--- src/rtl/count_pkg.sv ---
// count_pkg
//   Shared definitions for the count-down timer slice.
//   - WIDTH_DEF : default counter width in bits.
//   - state_t   : timer state encoding (IDLE, RUN, DONE).
package count_pkg;

    localparam int WIDTH_DEF = 16;

    typedef enum logic [1:0] {
        IDLE = 2'd0,
        RUN  = 2'd1,
        DONE = 2'd2
    } state_t;

endpackage : count_pkg

--- src/rtl/cnt_dec_cell.sv ---
// cnt_dec_cell
//   Combinational helper for the count-down timer.
//   Ports:
//     cnt     in  WIDTH  current count
//     cnt_dec out WIDTH  cnt - 1 (modulo 2^WIDTH)
//     is_one  out 1      high when cnt == 1
//   WIDTH must be at least 2.
module cnt_dec_cell #(
    parameter int WIDTH = 16
) (
    input  logic [WIDTH-1:0] cnt,
    output logic [WIDTH-1:0] cnt_dec,
    output logic             is_one
);

    // Ripple-borrow decrement: bit i flips while every lower bit is zero.
    logic [WIDTH-1:0] borrow;

    assign borrow[0] = 1'b1;

    genvar gi;
    generate
        for (gi = 0; gi < WIDTH; gi = gi + 1) begin : g_dec
            assign cnt_dec[gi] = cnt[gi] ^ borrow[gi];
            if (gi < WIDTH - 1) begin : g_borrow
                assign borrow[gi+1] = borrow[gi] & ~cnt[gi];
            end
        end
    endgenerate

    // Terminal step is taken from 1, so only bit 0 may be set.
    assign is_one = cnt[0] & ~(|cnt[WIDTH-1:1]);

endmodule : cnt_dec_cell

--- src/rtl/count_dn_timer.sv ---
// count_dn_timer
//   Loadable count-down timer with one-shot or auto-reload behaviour.
//   Ports:
//     clk      in  1      rising-edge clock
//     rst      in  1      synchronous active-high reset
//     clr      in  1      synchronous clear back to IDLE
//     load     in  1      load strobe (captures load_val)
//     load_val in  WIDTH  start value / reload period
//     en       in  1      count enable while running
//     reload   in  1      1 = auto-reload at terminal count, 0 = one-shot
//     ack      in  1      acknowledges done, returns to IDLE
//     cnt      out WIDTH  current count (registered)
//     tc       out 1      terminal-count pulse (registered, one cycle)
//     busy     out 1      state is RUN (registered)
//     done     out 1      state is DONE (registered)
//   Priority each cycle: rst > clr > load > ack > count.
module count_dn_timer
    import count_pkg::*;
#(
    parameter int WIDTH = WIDTH_DEF
) (
    input  logic             clk,
    input  logic             rst,
    input  logic             clr,
    input  logic             load,
    input  logic [WIDTH-1:0] load_val,
    input  logic             en,
    input  logic             reload,
    input  logic             ack,
    output logic [WIDTH-1:0] cnt,
    output logic             tc,
    output logic             busy,
    output logic             done
);

    state_t           state_reg;
    logic [WIDTH-1:0] cnt_reg;
    logic [WIDTH-1:0] reload_reg;
    logic             tc_reg;
    logic             busy_reg;
    logic             done_reg;

    logic [WIDTH-1:0] cnt_dec;
    logic             cnt_is_one;

    cnt_dec_cell #(
        .WIDTH (WIDTH)
    ) u_dec (
        .cnt     (cnt_reg),
        .cnt_dec (cnt_dec),
        .is_one  (cnt_is_one)
    );

    // busy/done are kept as their own flops, written alongside state_reg,
    // so every output comes straight from a register.
    always_ff @(posedge clk) begin
        if (rst || clr) begin
            state_reg  <= IDLE;
            cnt_reg    <= '0;
            reload_reg <= '0;
            tc_reg     <= 1'b0;
            busy_reg   <= 1'b0;
            done_reg   <= 1'b0;
        end else if (load) begin
            cnt_reg    <= load_val;
            reload_reg <= load_val;
            if (load_val != '0) begin
                // Restarts any count in progress without a tc.
                state_reg <= RUN;
                tc_reg    <= 1'b0;
                busy_reg  <= 1'b1;
                done_reg  <= 1'b0;
            end else begin
                // A zero period expires immediately.
                state_reg <= DONE;
                tc_reg    <= 1'b1;
                busy_reg  <= 1'b0;
                done_reg  <= 1'b1;
            end
        end else begin
            tc_reg <= 1'b0;
            unique case (state_reg)
                DONE: begin
                    if (ack) begin
                        state_reg <= IDLE;
                        busy_reg  <= 1'b0;
                        done_reg  <= 1'b0;
                    end
                end
                RUN: begin
                    if (en) begin
                        if (cnt_is_one) begin
                            tc_reg <= 1'b1;
                            // reload only matters at this terminal step.
                            if (reload) begin
                                cnt_reg <= reload_reg;
                            end else begin
                                cnt_reg   <= '0;
                                state_reg <= DONE;
                                busy_reg  <= 1'b0;
                                done_reg  <= 1'b1;
                            end
                        end else begin
                            cnt_reg <= cnt_dec;
                        end
                    end
                end
                default: begin
                    // IDLE: hold count, ignore en and ack.
                end
            endcase
        end
    end

    assign cnt  = cnt_reg;
    assign tc   = tc_reg;
    assign busy = busy_reg;
    assign done = done_reg;

endmodule : count_dn_timer

--- config.mk ---
export PLATFORM = sky130hd
export DESIGN_NAME = count_dn_timer
export DESIGN_NICKNAME = d
export VERILOG_FILES = /design/src/rtl/count_pkg.sv /design/src/rtl/cnt_dec_cell.sv /design/src/rtl/count_dn_timer.sv
export SDC_FILE = /design/constraint.sdc
export NUM_CORES = 1
export LEC_CHECK = 0
export CAP_MARGIN = 20
export CORE_ASPECT_RATIO = 1.5
export CORE_MARGIN = 4
export CORE_UTILIZATION = 51
export CTS_CLUSTER_SIZE = 12
export DETAILED_ROUTE_END_ITERATION = 12
export PLACE_DENSITY = 0.92
export SLEW_MARGIN = 20
export SYNTH_ARGS = -nofsm -noshare
export SYNTH_HDL_FRONTEND = slang
export SYNTH_HIERARCHICAL = 1
export SYNTH_SLANG_ARGS = --single-unit
--- constraint.sdc ---
create_clock -name clk -period 4.1 [get_ports clk]
set_input_delay 0.82 -clock clk [delete_from_list [all_inputs] [get_ports clk]]
set_output_delay 0.82 -clock clk [all_outputs]
set_load 0.005 [all_outputs]
# Word-level counts from Yosys, hierarchy flattened
# Index checks and enable logic that the tools add are counted.
# word_totals
elab_cells	95
in_bits	23
out_inout_bits	19
ff_bits	37
# classes
mux	29
eq_ne	6
reduce_logical	8
bitwise	46
# ops
operator	n
16-bit two-way mux	5
1-bit NOT	16
16-bit nonzero test	1
1-bit bitwise AND	15
1-bit two-way mux	15
15-bit OR reduction	1
1-bit XOR	15
2-bit two-way mux	6
3-bit inequality test (second input constant)	4
5-bit AND reduction	1
1-bit one-hot mux with 2 select lines	2
2-bit one-hot mux with 2 select lines	1
2-bit nonzero test	2
3-bit nonzero test	1
2-bit by 1-bit equality test with 1-bit output (second input constant)	1
2-bit equality test (second input constant)	1
2-bit AND reduction	1
1-bit logical OR	1

# Longest topological paths before layout
# Gate-level depths: netlist (run 1).
# logic_depth
ltp_word	20
mapped_depth	19
mapped_depth_nobuf	19

# Modules after synthesis
# The synthesis (run 1) kept the hierarchy.
# by_module_without_submodules
mod	seq_area_each_um2	instances	area_each_um2	cells_each
count_dn_timer	700.7	1	1711.6	183
cnt_dec_cell	0.0	1	329.1	49

# Worst setup path before layout (run 1)
# OpenSTA, ideal clock, no wires.
# synth_timing
kind	register to register
start	register cnt_reg[0], in the netlist cnt[0]
end	register cnt_reg[15], in the netlist cnt[15]
required_ns	3.983
setup_time_ns	0.117
arrival_time_ns	3.361
path_buffers	0
stages_incl_launch_ff	20
slack_ns	0.622
synth_period_minus_slack_ns	3.478
cell_sequence	dfxtp_1 -> inv_1 -> ha_1 -> ha_1 -> ha_1 -> ha_1 -> ha_1 -> ha_1 -> ha_1 -> ha_1 -> ha_1 -> ha_1 -> ha_1 -> ha_1 -> ha_1 -> ha_1 -> xor2_1 -> nand2b_1 -> nand3_1 -> a32o_1
# synth_via
elab_chain_len	20
elab_cells_between_ends	21
cone_classes	4 x mux; 17 x bitwise
# synth_rtl
element	line_no	source
start, declared	count_dn_timer.sv:37	logic [WIDTH-1:0] cnt_reg;
start signal, assigned	count_dn_timer.sv:65	cnt_reg <= load_val;
start signal, assigned	count_dn_timer.sv:96	cnt_reg <= reload_reg;
start signal, assigned	count_dn_timer.sv:104	cnt_reg <= cnt_dec;
1-bit NOT	-	
named net cnt_dec[0]	count_dn_timer.sv:43	logic [WIDTH-1:0] cnt_dec;
1-bit bitwise AND (14 in a row)	cnt_dec_cell.sv:26	assign borrow[gi+1] = borrow[gi] & ~cnt[gi];
1-bit XOR	cnt_dec_cell.sv:24	assign cnt_dec[gi] = cnt[gi] ^ borrow[gi];
named net cnt_dec[15]	count_dn_timer.sv:43	
16-bit two-way mux	count_dn_timer.sv:92	if (cnt_is_one) begin
16-bit two-way mux	count_dn_timer.sv:91	if (en) begin
16-bit two-way mux	count_dn_timer.sv:82	unique case (state_reg)
16-bit two-way mux	count_dn_timer.sv:64	end else if (load) begin
# The timed path passes the listed nets, and every way through them passes these cells. The select of a mux whose other input is x is not followed.
# A chain may end at the register's enable or synchronous reset.

# Final worst setup path (run 1)
# Ends and elaborated chain as after synthesis.

==> flow_metrics.py, run 1 <==
metrics = {
    "cells_and_area": {
        "areaGrowthSynthToFinish_pct": 23.91,
        "stdcell_count": 311,
        "antenna_cells": 0,
        "layout-drive-gt1-share_pct": 5.970,
        "final_util_pct": 67.43,
        "nets": 304,
    },
    "clock_network": {
        "cts_tree": "done",
        "root_buffer": "clkbuf_8",
        "clkTransAtPathRegs_ns": 0.07,
        "cts_resized": 0,
        "hold_buffers": 0,
        "postCtsSetupBuffers": 0,
        "clockBufferDepth": 2,
        "clk_latency_ns": 0.29,
        "cts_buffers": 5,
        "h-tree-depth": 2,
        "cts_num_sinks": 35,
    },
    "sta": {
        "relSlewSlack_pct": 44.67,
        "hold_viol": 0,
        "worstMarginPinSlew_ns": 0.8300,
        "fin_crit_sh_pct": 90.22,
        "slew_viol_final": 0,
        "finalSetupViolCount": 0,
        "min_period_ns": 3.699,
        "grt_setup_unrepaired": "no",
        "max_freq_ghz": 0.2703,
        "tns_ns": 0,
        "timing.hold.ws_ns": 0.4962,
        "clock_skew_ns": 0.005558,
    },
    "detailed_routing": {
        "drc": 0,
        "avgViaCountPerCell": 5.846,
        "first_pass_iters": 4,
        "drtAntennaViolNets": 0,
        "drt_wl_total_um": 4824,
        "wire_per_inst_um": 15.51,
        "num_vias": 1818,
        "drt-initial-drc-count": 81,
    },
    "critical_path": {
        "rr_worst_depth": 19,
        "rr_endpoint": "cnt[15]$_SDFFE_PP0P_",
        "crit_type": "flip-flop to flip-flop",
        "required_ns": 4.28,
        "cp_slowest_stage_delay_ns": 0.36,
        "cp_max_fo": 4,
        "path_cells": "inv_1 -> ha_1 -> ha_1 -> ha_1 -> ha_1 -> ha_1 -> ha_1 -> ha_1 -> ha_1 -> ha_1 -> ha_1 -> ha_1 -> ha_1 -> ha_1 -> ha_1 -> xor2_1 -> nand2b_1 -> nand3_1 -> a32o_1",
        "crit_arrival_ns": 3.88,
        "ff2ff_setup_slack_ns": 0.40,
        "endpoint_kind": "flip-flop",
        "cp_slowest_cell": "dfxtp_1",
        "startpoint_type": "flip-flop",
        "reg2reg_from": "cnt[0]$_SDFFE_PP0P_",
        "cp_common_cell": "ha_1",
    },
    "placement": {
        "place_congestion": 0.7964,
        "port-buffer-count": 41,
        "dp.cells": 303,
        "dp_hpwl_um": 3558,
    },
    "synthesis": {
        "synth_seq_cells": 35,
        "synth_cell_types": 31,
        "synth_seq_area_share_pct": 34.33,
        "postSynthAreaPerCell_um2": 8.796,
        "yosys_warnings": 6,
        "synth-edff-count": 0,
        "synthTopCellsByArea": "dfxtp_1 (34%), nand2b_1 (9.8%), ha_1 (8.6%), mux2i_1 (7.8%), nand3_1 (7.8%)",
        "netlist_area_um2": 2041,
        "async_flop_share_pct": 0,
        "yosysTopAreaCell": "dfxtp_1",
        "syn_inst": 232,
        "ys.flop_type": "dfxtp_1",
        "syn_nets": 269,
        "yosysTopAreaCellShare_pct": 34.33,
    },
    "global_route": {
        "grt_max_degree": 33,
        "grt_pass1_wl_um": 7983,
        "antenna_found_initial": 0,
        "grt_use_total_pct": 20.25,
        "grt_pass1_vias": 1773,
        "grt-ovfl-total": 0,
    },
    "run_status": {
        "status": "finished clean",
    },
    "min_path": {
        "min_path_type": "flip-flop to flip-flop",
        "hold_end": "reload_reg[8]$_SDFFE_PP0P_",
        "hp-start": "reload_reg[8]$_SDFFE_PP0P_",
        "hold_depth": 2,
    },
    "die": {
        "dieArea_um2": 5098,
        "die_w_um": 59.65,
        "start_util_pct": 54.42,
        "die_height_um": 85.47,
        "io_pins": 42,
        "placeableCoreArea_um2": 3750,
        "rows": 27,
    },
    "pwr": {
        "p_per_area_nw_per_um2": 330.5,
        "max-vdd-ir-drop_mv": 0.2993,
        "p_leak_uw": 0.001041,
    },
    "job": {
        "maxCapViolCount": 0,
    },
}
report_power, final:
group	total, uW	internal [uW]	switching, uW
Clock	271	153	118
Combinational	196	100	95.4
Sequential	368	355	13.7
final cells by class:
type                    instances  area [um2]
clock buffers                   8       100.1
fillers                       286        1221
inverters                      31       116.4
multi-input cells             151        1132
flip-flops and latches         35       700.7
well taps                      43       53.80
repair buffers                 43       425.4
worst max path at each step:
| stage | from | endpoint | slack (ns) | depth (start not counted) |
|---|---|---|---|---|
| finish | cnt[0]$_SDFFE_PP0P_ | cnt[15]$_SDFFE_PP0P_ | 0.40 | 19 |
| global placement | cnt[0]$_SDFFE_PP0P_ | cnt[15]$_SDFFE_PP0P_ | 0.55 | 19 |
| global route | cnt[1]$_SDFFE_PP0P_ | cnt[15]$_SDFFE_PP0P_ | 0.23 | 19 |
| detailed placement | cnt[0]$_SDFFE_PP0P_ | cnt[15]$_SDFFE_PP0P_ | 0.42 | 19 |
| CTS | cnt[0]$_SDFFE_PP0P_ | cnt[15]$_SDFFE_PP0P_ | 0.40 | 19 |
| floorplan | cnt[0]$_SDFFE_PP0P_ | cnt[15]$_SDFFE_PP0P_ | 0.62 | 19 |
synthesized netlist by cell type (2+ instances only):
| cell | count |
|---|---|
| nor4_1 | 7 |
| nand2b_1 | 32 |
| nand3_1 | 32 |
| a32o_1 | 14 |
| ha_1 | 14 |
| buf_4 | 3 |
| inv_1 | 30 |
| clkbuf_1 | 3 |
| a32o_2 | 2 |
| nor2_1 | 16 |
| dfxtp_1 | 35 |
| o211a_1 | 2 |
| nand3b_1 | 2 |
| buf_6 | 2 |
| buf_2 | 7 |
| mux2i_1 | 16 |
cell usage in the layout, fill, tap and decap left out:
| cell | instances |
|---|---|
| or2_4 | 1 |
| xor2_1 | 1 |
| a41oi_1 | 1 |
| a21oi_1 | 1 |
| dfxtp_1 | 35 |
| o2111ai_1 | 1 |
| a32o_2 | 2 |
| a32o_1 | 14 |
| o41ai_2 | 1 |
| clkdlybuf4s50_1 | 41 |
| a21oi_2 | 1 |
| nor2_1 | 16 |
| buf_4 | 2 |
| a211oi_1 | 1 |
| inv_2 | 1 |
| nor4b_1 | 1 |
| nand4b_1 | 1 |
| nand3b_1 | 2 |
| nand2b_1 | 32 |
| clkbuf_1 | 1 |
| o21ba_1 | 1 |
| nor3b_1 | 1 |
| and4_1 | 1 |
| nand3_1 | 32 |
| clkbuf_8 | 7 |
| ha_1 | 14 |
| nor4_1 | 7 |
| mux2i_1 | 16 |
| nor3b_4 | 1 |
| o211a_1 | 2 |
| inv_1 | 30 |
critical path, delay by kind of cell (launching register included):
kind / cells / cell delay (ns)
xor gates and xnor gates: 1 / 0.16
adders and majority gates: 14 / 2.59
and+or+nand+nor: 2 / 0.14
AOI/OAI and AO/OA: 1 / 0.28
buffers and inverters: 1 / 0.07
DFF: 1 / 0.36
per-layer routing:
| metal | up-vias | routed length (um) | global-route usage [%] | share of wire, % |
|---|---|---|---|---|
| li1 | 877 | - | - | - |
| met1 | 846 | 1931 | 25.14 | 40 |
| met2 | 79 | 2367 | 31.40 | 49 |
| met3 | 16 | 357 | 4.718 | 7.4 |
| met4 | 0 | 168 | 11.09 | 3.5 |
| met5 | - | 0 | 0 | 0 |
cells by family after synthesis:
logic type      Yosys count  synth area share, %
compound gates           25                12.14
flops                    35                34.33
buf+inv                  46                10.18
mux                      16                7.848
fa+ha+maj                14                8.584
simple gates             95                26.49
xor+xnor                  1               0.4293
through the flow:
step,area [um2],setup slack [ns],total power [uW]
final,2529,0.4011,835.7
after global routing,2529,0.2254,883.0
after CTS,2529,0.4001,842.4
after detailed placement,2429,0.4241,569.7
after global placement,2429,0.5514,563.4
after floorplan,2041,0.6218,497.8
Power figures use the tool's default switching activity.
==> run 2, diff against run 1 <==
Settings changed: CELL_PAD_IN_SITES_DETAIL_PLACEMENT from default to 0, CELL_PAD_IN_SITES_GLOBAL_PLACEMENT from default to 1, CORE_UTILIZATION 51 to 38, PLACE_DENSITY 0.92 to 0.91.
==> run 2 against run 1 <==
  * Largest cell class unchanged
  * Via count fell by 3.7%
  * Critical path type unchanged
  * Die area rose by 30%
  * Non-clock buffer count did not move
  * Setup slack improved by 0.049 ns
  * Largest power group unchanged
==> flow_metrics.py, run 2 (synthesis results as in run 1) <==
metrics = {
    "critical_path": {
        "reg2reg_from": "cnt[0]$_SDFFE_PP0P_",
        "path_buf_inv": 1,
        "crit_arrival_ns": 3.83,
        "required_ns": 4.28,
        "cp_max_fo": 4,
        "path_cells": "inv_1 -> ha_1 -> ha_1 -> ha_1 -> ha_1 -> ha_1 -> ha_1 -> ha_1 -> ha_1 -> ha_1 -> ha_1 -> ha_1 -> ha_1 -> ha_1 -> ha_1 -> xor2_1 -> nand2b_1 -> nand3_1 -> a32o_1",
        "endpoint_kind": "flip-flop",
        "cp_slowest_cell": "dfxtp_1",
        "crit_start": "cnt[0]$_SDFFE_PP0P_",
        "cp_top_family": "adder cells",
        "cp_slowest_stage_delay_ns": 0.36,
        "startpoint_type": "flip-flop",
        "cp_common_cell": "ha_1",
        "crit_type": "flip-flop to flip-flop",
    },
    "cells_and_area": {
        "layout_commonest_cell": "clkdlybuf4s50_1",
        "stdcell_count": 336,
        "finalInstanceArea_um2": 2560,
        "antenna_cells": 0,
        "areaGrowthSynthToFinish_pct": 25.44,
        "nets": 304,
        "mostFrequentLayoutCells": "clkdlybuf4s50_1 (41), dfxtp_1 (35), nand2b_1 (32), nand3_1 (32), inv_1 (30)",
        "final_util_pct": 49.56,
        "layout-drive-gt1-share_pct": 5.970,
        "fillers": 480,
    },
    "detailed_routing": {
        "first_pass_iters": 4,
        "wire_per_inst_um": 14.86,
        "drtAntennaViolNets": 0,
        "drt-initial-drc-count": 87,
        "avgViaCountPerCell": 5.211,
        "drt_wl_total_um": 4994,
        "drc": 0,
        "num_vias": 1751,
    },
    "pwr": {
        "sw_frac_of_total_pct": 26.91,
        "power_frac_clock_pct": 32.6,
        "intPower_uw": 607.9,
        "p_seq_share_pct": 44.3,
        "p_leak_uw": 0.001041,
        "p_switching_uw": 223.8,
        "combinationalPowerShare_pct": 23.1,
        "p_per_area_nw_per_um2": 324.9,
        "max-vdd-ir-drop_mv": 0.1751,
    },
    "global_route": {
        "grt_use_total_pct": 16.41,
        "grt-ovfl-total": 0,
        "grt_pass1_wl_um": 8342,
        "grt_pass1_vias": 1730,
        "grt_max_degree": 35,
        "antenna_found_initial": 0,
    },
    "sta": {
        "slew_viol_final": 0,
        "fin_crit_sh_pct": 89.02,
        "hold_viol": 0,
        "fin_ws_ns": 0.4501,
        "clock_skew_ns": 0.007689,
        "finalSetupViolCount": 0,
        "relSlewSlack_pct": 43.85,
        "grt_setup_unrepaired": "no",
        "worstMarginPinSlew_ns": 0.8423,
        "min_period_ns": 3.650,
        "max_freq_ghz": 0.2740,
        "tns_ns": 0,
    },
    "clock_network": {
        "clkTransAtPathRegs_ns": 0.07,
        "cts_buffers": 5,
        "clk_latency_ns": 0.29,
        "postCtsSetupBuffers": 0,
        "cts_tree": "done",
        "clockBufferDepth": 2,
        "cts_num_sinks": 35,
        "hold_buffers": 0,
        "h-tree-depth": 2,
        "root_buffer": "clkbuf_8",
        "cts_resized": 0,
    },
    "min_path": {
        "min_path_type": "flip-flop to flip-flop",
        "hp-start": "reload_reg[11]$_SDFFE_PP0P_",
    },
    "placement": {
        "dp_hpwl_um": 3665,
        "place_congestion": 0.8433,
        "post_dp_cell_area_um2": 2460,
        "dp.cells": 328,
        "pre_cts_slack_ns": 0.4454,
        "port-buffer-count": 41,
    },
    "die": {
        "start_util_pct": 39.51,
        "dieArea_um2": 6631,
        "die_height_um": 97.75,
        "placeableCoreArea_um2": 5165,
        "die_w_um": 67.84,
        "rows": 32,
        "io_pins": 42,
    },
    "job": {
        "maxCapViolCount": 0,
    },
    "run_status": {
        "status": "finished clean",
    },
}
run 2: cell counts in the layout (fill, tap and decap cells not counted):
Identical to the previous run, type by type.
run 2: worst min-delay path: stages (launching register included):
cell and delay (ns):
dfxtp_1 0.32, mux2i_1 0.06, nor2_1 0.07
run 2: power groups by stage:
stage                     clock network (uW)  logic [uW]  registers, uW
after floorplan                            0         125            373
after global placement                     0         192            376
after detailed placement                   0         194            376
after CTS                                278         195            368
after global routing                     291         219            371
final                                    271         192            368
run 2: cell type report:
class / count / area (um2) / area share (%)
well taps: 68 / 85.08 / 3.324
multi-input cells: 151 / 1132 / 44.23
flip-flops and latches: 35 / 700.7 / 27.37
clock buffers: 8 / 100.1 / 3.910
repair buffers: 43 / 425.4 / 16.62
inverters: 31 / 116.4 / 4.545
run 2: stage by stage:
step	power [uW]	hold slack, ns
2_1_floorplan	497.8	0.4600
3_3_place_gp	568.1	0.4736
3_5_place_dp	570.1	0.4850
4_1_cts	841.4	0.5031
5_1_grt	881.1	0.5357
6_report	831.7	0.4913
run 2: path summary, 6_finish.rpt:
check                                endpoint  slack [ns]  cells after the start
hold / removal    reload_reg[11]$_SDFFE_PP0P_        0.49                      2
hold reg to reg   reload_reg[11]$_SDFFE_PP0P_        0.49                      2
setup / recovery         cnt[15]$_SDFFE_PP0P_        0.45                     19
setup reg to reg         cnt[15]$_SDFFE_PP0P_        0.45                     19
run 2: layer usage:
layer | global-route usage (%) | wire, um | up-vias
li1 | - | - | 877
met1 | 20.14 | 2152 | 825
met2 | 27.08 | 2535 | 38
met3 | 2.417 | 149 | 11
met4 | 8.270 | 157 | 0
met5 | 0 | 0 | -
